**config.mk**
```make
export PLATFORM = sky130hd
export DESIGN_NAME = vga_sync_decoder_flat
export DESIGN_NICKNAME = d
export VERILOG_FILES = /design/src/rtl/vga_sync_decoder_if.sv /design/src/rtl/vga_sync_decoder.sv /design/src/flat_wrapper.sv
export SDC_FILE = /design/constraint.sdc
export NUM_CORES = 1
export LEC_CHECK = 0
export ABC_CLOCK_PERIOD_IN_PS = 3100
export BUFFER_PORTS_ARGS = -buffer_cell sky130_fd_sc_hd__buf_2
export CORE_ASPECT_RATIO = 1.75
export CORE_MARGIN = 4
export CORE_UTILIZATION = 35
export CTS_CLUSTER_SIZE = 25
export DETAILED_ROUTE_END_ITERATION = 7
export SLEW_MARGIN = 20
export SYNTH_ARGS = -nofsm -noshare
export SYNTH_HDL_FRONTEND = slang
export SYNTH_SLANG_ARGS = --single-unit
```
**constraint.sdc**
```tcl
create_clock -name clk -period 3.1 [get_ports clk]
set_clock_uncertainty 0.2 [all_clocks]
set_input_delay 0.31 -clock clk [delete_from_list [all_inputs] [get_ports clk]]
set_output_delay 0.31 -clock clk [all_outputs]
set_load 0.01 [all_outputs]
```
**src/rtl/vga_sync_decoder_if.sv**
```systemverilog
// rtl/vga_sync_decoder_if.sv - pixel counter in, decoded sync/blank/pulse outputs
interface vga_sync_decoder_if;
    logic [8:0] h_count;
    logic [9:0] v_count;
    logic       h_sync;
    logic       v_sync;
    logic       blank;
    logic       line_start;
    logic       frame_start;
    logic       seq_err;

    modport master (
        output h_count,
        input  v_count, h_sync, v_sync, blank, line_start, frame_start, seq_err
    );

    modport slave (
        input  h_count,
        output v_count, h_sync, v_sync, blank, line_start, frame_start, seq_err
    );
endinterface

```
**src/rtl/vga_sync_decoder.sv**
```systemverilog
// rtl/vga_sync_decoder.sv - tracks the line of a free-running pixel counter and
// registers VGA sync/blank/pulse decode, flagging illegal counter steps
module vga_sync_decoder #(
    parameter int H_VIS     = 200,
    parameter int H_FP      = 10,
    parameter int H_SYNC    = 32,
    parameter int H_TOTAL   = 264,
    parameter int V_VIS     = 600,
    parameter int V_FP      = 1,
    parameter int V_SYNC    = 4,
    parameter int V_TOTAL   = 628,
    parameter bit HS_ACTIVE = 1'b1,
    parameter bit VS_ACTIVE = 1'b1
) (
    input  logic               clk,
    input  logic               rst,
    vga_sync_decoder_if.slave  bus
);

    localparam logic [9:0]  H_VIS_W   = 10'(H_VIS);
    localparam logic [9:0]  HS_START  = 10'(H_VIS + H_FP);
    localparam logic [9:0]  HS_END    = 10'(H_VIS + H_FP + H_SYNC);
    localparam logic [9:0]  H_TOTAL_W = 10'(H_TOTAL);
    localparam logic [9:0]  H_LAST    = 10'(H_TOTAL - 1);
    localparam logic [10:0] V_VIS_W   = 11'(V_VIS);
    localparam logic [10:0] VS_START  = 11'(V_VIS + V_FP);
    localparam logic [10:0] VS_END    = 11'(V_VIS + V_FP + V_SYNC);
    localparam logic [9:0]  V_LAST    = 10'(V_TOTAL - 1);

    logic [8:0]  h_prev_q, h_prev_d;
    logic        prev_valid_q, prev_valid_d;
    logic [9:0]  v_count_q, v_count_d;
    logic        h_sync_q, h_sync_d;
    logic        v_sync_q, v_sync_d;
    logic        blank_q, blank_d;
    logic        line_start_q, line_start_d;
    logic        frame_start_q, frame_start_d;
    logic        seq_err_q, seq_err_d;

    logic [9:0]  h_ext;
    logic [9:0]  prev_ext;
    logic [10:0] line;
    logic        in_range;
    logic        step_ok;
    logic        advance;

    always_comb begin
        h_ext    = {1'b0, bus.h_count};
        prev_ext = {1'b0, h_prev_q};
        in_range = h_ext < H_TOTAL_W;
        // 10-bit increment so h_prev=511 can never match a 9-bit sample
        step_ok  = !prev_valid_q
                 || (h_ext == prev_ext + 10'd1)
                 || (prev_ext == H_LAST && h_ext == 10'd0);
        advance  = step_ok && in_range && (h_ext == H_LAST);

        v_count_d = v_count_q;
        if (advance) begin
            v_count_d = (v_count_q == V_LAST) ? 10'd0 : v_count_q + 10'd1;
        end

        // Decode against the post-update line so h=0 already sees the new line
        line          = {1'b0, v_count_d};
        seq_err_d     = !step_ok || !in_range;
        h_sync_d      = (in_range && h_ext >= HS_START && h_ext < HS_END) ? HS_ACTIVE : ~HS_ACTIVE;
        v_sync_d      = (line >= VS_START && line < VS_END) ? VS_ACTIVE : ~VS_ACTIVE;
        blank_d       = !in_range || (h_ext >= H_VIS_W) || (line >= V_VIS_W);
        line_start_d  = (h_ext == 10'd0);
        frame_start_d = (h_ext == 10'd0) && (line == 11'd0);
        h_prev_d      = bus.h_count;
        prev_valid_d  = 1'b1;
    end

    always_ff @(posedge clk or posedge rst) begin
        if (rst) begin
            h_prev_q      <= '0;
            prev_valid_q  <= 1'b0;
            v_count_q     <= '0;
            h_sync_q      <= ~HS_ACTIVE;
            v_sync_q      <= ~VS_ACTIVE;
            blank_q       <= 1'b1;
            line_start_q  <= 1'b0;
            frame_start_q <= 1'b0;
            seq_err_q     <= 1'b0;
        end else begin
            h_prev_q      <= h_prev_d;
            prev_valid_q  <= prev_valid_d;
            v_count_q     <= v_count_d;
            h_sync_q      <= h_sync_d;
            v_sync_q      <= v_sync_d;
            blank_q       <= blank_d;
            line_start_q  <= line_start_d;
            frame_start_q <= frame_start_d;
            seq_err_q     <= seq_err_d;
        end
    end

    assign bus.v_count     = v_count_q;
    assign bus.h_sync      = h_sync_q;
    assign bus.v_sync      = v_sync_q;
    assign bus.blank       = blank_q;
    assign bus.line_start  = line_start_q;
    assign bus.frame_start = frame_start_q;
    assign bus.seq_err     = seq_err_q;

endmodule

```
**src/flat_wrapper.sv**
```systemverilog
// flat-port wrapper written by rule: the top's interface ports become plain ports
module vga_sync_decoder_flat 
#(
    parameter int H_VIS     = 200,
    parameter int H_FP      = 10,
    parameter int H_SYNC    = 32,
    parameter int H_TOTAL   = 264,
    parameter int V_VIS     = 600,
    parameter int V_FP      = 1,
    parameter int V_SYNC    = 4,
    parameter int V_TOTAL   = 628,
    parameter bit HS_ACTIVE = 1'b1,
    parameter bit VS_ACTIVE = 1'b1
)
  (clk, rst, bus_h_count, bus_v_count, bus_h_sync, bus_v_sync, bus_blank, bus_line_start, bus_frame_start, bus_seq_err);
  vga_sync_decoder_if bus_i ();
  input  logic clk;
  input  logic rst;
  input wire logic [$bits(bus_i.h_count)-1:0] bus_h_count;
  output wire logic [$bits(bus_i.v_count)-1:0] bus_v_count;
  output wire logic [$bits(bus_i.h_sync)-1:0] bus_h_sync;
  output wire logic [$bits(bus_i.v_sync)-1:0] bus_v_sync;
  output wire logic [$bits(bus_i.blank)-1:0] bus_blank;
  output wire logic [$bits(bus_i.line_start)-1:0] bus_line_start;
  output wire logic [$bits(bus_i.frame_start)-1:0] bus_frame_start;
  output wire logic [$bits(bus_i.seq_err)-1:0] bus_seq_err;
  assign bus_i.h_count = bus_h_count;
  assign bus_v_count = bus_i.v_count;
  assign bus_h_sync = bus_i.h_sync;
  assign bus_v_sync = bus_i.v_sync;
  assign bus_blank = bus_i.blank;
  assign bus_line_start = bus_i.line_start;
  assign bus_frame_start = bus_i.frame_start;
  assign bus_seq_err = bus_i.seq_err;
  vga_sync_decoder #(.H_VIS(H_VIS), .H_FP(H_FP), .H_SYNC(H_SYNC), .H_TOTAL(H_TOTAL), .V_VIS(V_VIS), .V_FP(V_FP), .V_SYNC(V_SYNC), .V_TOTAL(V_TOTAL), .HS_ACTIVE(HS_ACTIVE), .VS_ACTIVE(VS_ACTIVE)) u_core (.clk(clk), .rst(rst), .bus(bus_i));
endmodule
```
==> flow_summary.toml, run 1 <==
[timing]
tns_ns = 0
final-max-slew-violation-count = 0
hold_violations = 0
setup_viol = 0
rsz0062_at_grt = "true"
tightest_slew_ns = 0.952
whs_ns = 0.0125
min_period_ns = 3.06
timing.final.crit_share = 0.988
slew_headroom = 0.361
fmax_ghz = 0.327

[detailed_routing]
via_per_inst = 5.47
num_vias = 1493
drc = 0
routed_wirelength_microns = 4430
postRouteAntennaNets = 0
wl_per_cell_microns = 16.2
drtIter0Drc = 38
first_pass_iters = 4

[worst_setup_path]
r2r_start = "u_core.h_prev_q[1]"
crit_start = "u_core.h_prev_q[1]"
slowest_stage = "or4_4"
crit_type = "flip-flop to flip-flop"
cp_data_required_time_ns = 3.08
endpoint_kind = "flip-flop"
cp.arrival_ns = 3.05
path_delay_family = "simple AND/OR/NAND/NOR gates"
cp_cell_sequence = "ha_1 -> xor2_1 -> a211oi_2 -> nand3_1 -> or4_4 -> o211a_1 -> a211o_1 -> or3b_4 -> nor4_4"
critPathMaxFanout = 6
crit_buf_inv = 0
crit_path_start_kind = "flip-flop"
cp_slowest_stage_delay_ns = 0.54

[clocking]
cts_tree = "yes"
cts.clk_slew.worst_paths_ns = 0.09
ctsRootBufferMaster = "clkbuf_8"
h-tree-depth = 1
cts.sinks = 26
clk_path_buf_depth = 2
post_cts_buffers = 0
numCtsBuffers = 3
clock_latency_ns = 0.27

[die]
initial_utilization = 0.362
fp.coreArea_sq_mm = 0.00440
die_w_microns = 59.1
dieArea_sq_mm = 0.00575
die_h_microns = 97.3
ioPinCount = 27
num_rows = 32

[logic_synthesis]
syn_avg_cell_area_sq_um = 9.34
synth_edf_count = 0
synth_nets = 184
seq_area_frac_synth = 0.408
synth_top_flop_cell = "dfrtp_1"
ys_types = 46
synth_cells = 171
syn_area_sq_mm = 0.00160
ys_async_sr_fraction = 1.00
ys_warn_count = 0
ys_seq_elements = 26

[layout]
drive_gt1_frac = 0.333
register_area_sq_um = 652
final_util = 0.472
diodes = 0
final_common_cell = "buf_2"
layout_common_cells = "buf_2, buf_4, dfrtp_1"
syn_to_final_growth_pct = 30.2
fill_cells = 448
multi_input_area_sq_um = 933
nets = 236

[min_path]
hold_path_class = "primary input to flip-flop"
hold_start = "bus_h_count[5]"

[placed_design]
globalplace.congestion = 0.909
hpwl_microns = 3520
port_buffers = 26

[pwr]
intPower_uw = 508
power_frac_comb = 0.145
irDropWorstVdd_v = 0.000152
clkPwrFrac = 0.322
p_sw_frac = 0.244
p_sw_uw = 164
powerDensity_mw_per_mm2 = 323
p_leak_uw = 0.000953
p_seq_frac = 0.533

[global_routing]
grt_overflow = 0
grt_first_pass_wirelength_microns = 7410
track_usage = 0.166
grt_pass1_vias = 1592
grt_max_degree = 27
antenna_found_initial = 0

[status]
status = "completed"

[run]
max-cap-violations = 0
[path summary, 6_finish.rpt]
kind                            depth (start not counted)  slack [ns]                endpoint
worst max-delay path                                    9        0.04  u_core.bus.frame_start
min in group asynchronous                               3        0.47      u_core.bus.seq_err
worst max register to register                          9        0.04  u_core.bus.frame_start
max in group asynchronous                               3        1.78      u_core.h_prev_q[6]
worst min register to register                          2        0.42   u_core.bus.v_count[8]
worst min-delay path                                    1        0.01      u_core.h_prev_q[5]
[cell families after synthesis]
group                      synth area share
and+or+nand+nor                       0.280
AOI/OAI and AO/OA                     0.143
DFF                                   0.408
xor gates and xnor gates             0.0878
buffers and inverters                0.0384
muxes                                0.0251
adders and majority gates            0.0157
other                               0.00235
[layout make-up]
type / instances / area share
Multi-Input combinational cell: 131 / 0.449
Tap cell: 51 / 0.0307
Clock buffer: 4 / 0.0265
Sequential cell: 26 / 0.314
Timing Repair Buffer: 54 / 0.167
Inverter: 7 / 0.0126
[stage by stage]
step,worst slack [ns],total power [uW],area (sq um),std cells
after floorplan,0.0397,416,1600,171
after global placement,-0.0341,457,1940,266
after detailed placement,-0.0918,458,1940,266
after CTS,-0.00387,683,2020,272
after global routing,-0.145,712,2080,273
final,0.0384,672,2080,273
[power groups by stage]
stage                     logic [uW]  clock network [uW]  registers [uW]
after global placement          92.6                   0             365
after CTS                       95.9                 229             358
after floorplan                 50.8                   0             365
final                           97.4                 216             358
after detailed placement        92.7                   0             365
after global routing             110                 243             360
[flip-flops by register name, summed over array words and instances, names as in the netlist]
signal,flops
u_core.bus.v_count,10
u_core.bus.seq_err,1
u_core.h_prev_q,9
u_core.bus.line_start,1
u_core.prev_valid_q,1
u_core.bus.v_sync,1
u_core.bus.blank,1
u_core.bus.h_sync,1
u_core.bus.frame_start,1
[timing repair]
| item | 4_1_cts | 5_1_grt |
|---|---|---|
| endpoints found under the setup margin | 3 | 4 |
| pin swaps | 0 | 14 |
| gates resized for setup | 3 | 10 |
| endpoints found under the hold margin | 2 | 25 |
| hold buffers | 2 | 1 |
[cell usage after synthesis, types with 3 or more instances]
| library cell | instances | area [sq um] |
|---|---|---|
| inv_1 | 7 | 26.3 |
| o21a_1 | 3 | 22.5 |
| clkbuf_1 | 4 | 15.0 |
| nor3_1 | 3 | 15.0 |
| dfrtp_1 | 25 | 626 |
| xor2_1 | 8 | 70.1 |
| o21ai_0 | 13 | 65.1 |
| nand4_1 | 5 | 31.3 |
| o31ai_1 | 3 | 22.5 |
| nand2_1 | 14 | 52.6 |
| and2_1 | 3 | 18.8 |
| xnor2_1 | 8 | 70.1 |
| or4_1 | 4 | 30.0 |
| nand4b_1 | 3 | 26.3 |
| nor2_1 | 10 | 37.5 |
| mux2i_1 | 4 | 40.0 |
| nand3_1 | 14 | 70.1 |
| o211ai_1 | 3 | 22.5 |
[metal layers]
layer	vias to the layer above	track usage	wire length, microns
li1	726	-	-
met1	720	0.172	1550
met2	35	0.313	2560
met3	12	0.0213	143
met4	0	0.0716	167
met5	-	0	0
Note: power is estimated with default switching activity, not from simulation.
==> run 2, diff against run 1 <==
- ABC_CLOCK_PERIOD_IN_PS: 3100 -> 3800
- CORE_MARGIN: 4 -> unset
- clock period: 3.1 -> 3.8 ns (I/O delays scaled with it)
==> run 2 against run 1 <==
  * The flow now finishes with violations (negative hold slack)
  * Sequential power down 18%
  * Maximum frequency decreased by 12%
  * Critical endpoint is now u_core.bus.blank
  * Worst hold slack got worse by 0.024 ns
  * Routed wire length is 11% lower
==> flow_summary.toml, run 2 (synthesized netlist as in run 1, its figures left out) <==
[timing]
setup_viol = 0
min_period_ns = 3.48
rsz0062_at_grt = "false"
setup_ws_ns = 0.324
slew_headroom = 0.365
whs_ns = -0.0118
hold_violations = 25
timing.final.crit_share = 0.915
tightest_slew_ns = 0.946
fmax_ghz = 0.288
tns_ns = 0
final-max-slew-violation-count = 0

[clocking]
ctsRootBufferMaster = "clkbuf_8"
h-tree-depth = 1
cts.clk_slew.worst_paths_ns = 0.09
numCtsBuffers = 3
post_cts_buffers = 0
clock_latency_ns = 0.27
clk_path_buf_depth = 2
cts.sinks = 26
ctsHoldBuffers = 0
cts_tree = "yes"
cts-resized-gates = 0

[layout]
drive_gt1_frac = 0.221
nets = 209
final_common_cell = "buf_2"
final_area_sq_mm = 0.00182
diodes = 0
syn_to_final_growth_pct = 13.9
layout_common_cells = "buf_2, dfrtp_1, nand3_1, nand2_1, o21ai_0"
largest_register_ffs = 10

[worst_setup_path]
endpoint_kind = "flip-flop"
critPathMaxFanout = 7
cp_slowest_stage_delay_ns = 0.65
cp.arrival_ns = 3.49
cp_data_required_time_ns = 3.81
crit_type = "flip-flop to flip-flop"
slowest_stage = "or4_1"
cp_cell_sequence = "ha_1 -> xor2_1 -> a211oi_1 -> nand3_1 -> or4_1 -> o21ai_0 -> mux2i_1 -> or3b_1 -> a31o_2"
crit_path_start_kind = "flip-flop"

[die]
die_w_microns = 53.1
initial_utilization = 0.362
num_rows = 32
dieArea_sq_mm = 0.00485
fp.coreArea_sq_mm = 0.00440
die_h_microns = 91.3
ioPinCount = 27

[detailed_routing]
first_pass_iters = 4
drc = 0
postRouteAntennaNets = 0
num_vias = 1371
drtIter0Drc = 18
wl_per_cell_microns = 16.0
routed_wirelength_microns = 3940
via_per_inst = 5.57

[status]
violations = "negative hold slack"
status = "complete, but fails checks"

[global_routing]
grt_pass1_vias = 1322
track_usage = 0.175
grt_first_pass_wirelength_microns = 6230
antenna_found_initial = 0
grt_overflow = 0
grt_max_degree = 27

[placed_design]
detailedPlace.worstSlack_ns = 0.329
hpwl_microns = 3000
port_buffers = 26
globalplace.congestion = 0.923
placed_cell_area_sq_mm = 0.00176

[pwr]
powerDensity_mw_per_mm2 = 296
irDropWorstVdd_v = 0.000176
p_total_uw = 539
p_leak_uw = 0.000820

[run]
max-cap-violations = 0

[min_path]
hold_path_class = "primary input to asynchronous set/reset pin"
run 2: changes by cell type in the layout (fill, tap and decap cells not counted), moves of 2 or more:
cell and change:
o21ai_2 -2, dlygate4sd3_1 -3, o21ai_0 +3, buf_4 -24
run 2: worst paths after layout:
| path | slack (ns) | endpoint | cells past startpoint | from |
|---|---|---|---|---|
| min in group clk | 0.07 | u_core.h_prev_q[3] | 1 | bus_h_count[3] |
| setup reg to reg | 0.32 | u_core.bus.blank | 9 | u_core.h_prev_q[0] |
| max in group asynchronous | 2.98 | u_core.prev_valid_q | 2 | rst |
| hold reg to reg | 0.40 | u_core.bus.v_count[8] | 1 | u_core.bus.v_count[8] |
| setup / recovery | 0.32 | u_core.bus.blank | 9 | u_core.h_prev_q[0] |
| hold / removal | -0.01 | u_core.bus.v_count[6] | 2 | rst |
run 2: metal layers:
| metal | wire [microns] | track usage | up-vias |
|---|---|---|---|
| li1 | - | - | 662 |
| met1 | 1610 | 0.195 | 673 |
| met2 | 2110 | 0.316 | 27 |
| met3 | 94 | 0.0151 | 9 |
| met4 | 129 | 0.0811 | 0 |
| met5 | 0 | 0 | - |
run 2: metrics by stage:
stage / hold WS (ns) / util / std cells
floorplan: 0.211 / - / 171
global placement: 0.348 / 0.400 / 242
detailed placement: 0.352 / 0.400 / 242
CTS: 0.0609 / 0.413 / 246
global route: 0.0479 / 0.413 / 246
finish: -0.0118 / 0.413 / 246
run 2: worst max-delay path: cells and delay by family (launching register included):
family          cells  cell delay [ns]
fa+ha+maj           1             0.31
flops               1             0.41
compound gates      3             0.85
mux                 1             0.37
simple gates        3             1.13
xor+xnor            1             0.14
run 2: power by group:
part / leakage, uW / switching (uW) / total [uW] / internal, uW
Clock: 0.0000288 / 89.5 / 182 / 92.8
Combinational: 0.000469 / 38.0 / 63.0 / 25.0
Sequential: 0.000322 / 8.17 / 293 / 285
Total: 0.000820 / 136 / 539 / 403
run 2: cell type report:
type	count	area [sq um]
inverters	7	26.3
clock buffers	4	55.1
multi-input cells	131	883
repair buffers	27	138
fillers	483	2590
flip-flops and latches	26	652
well taps	51	63.8
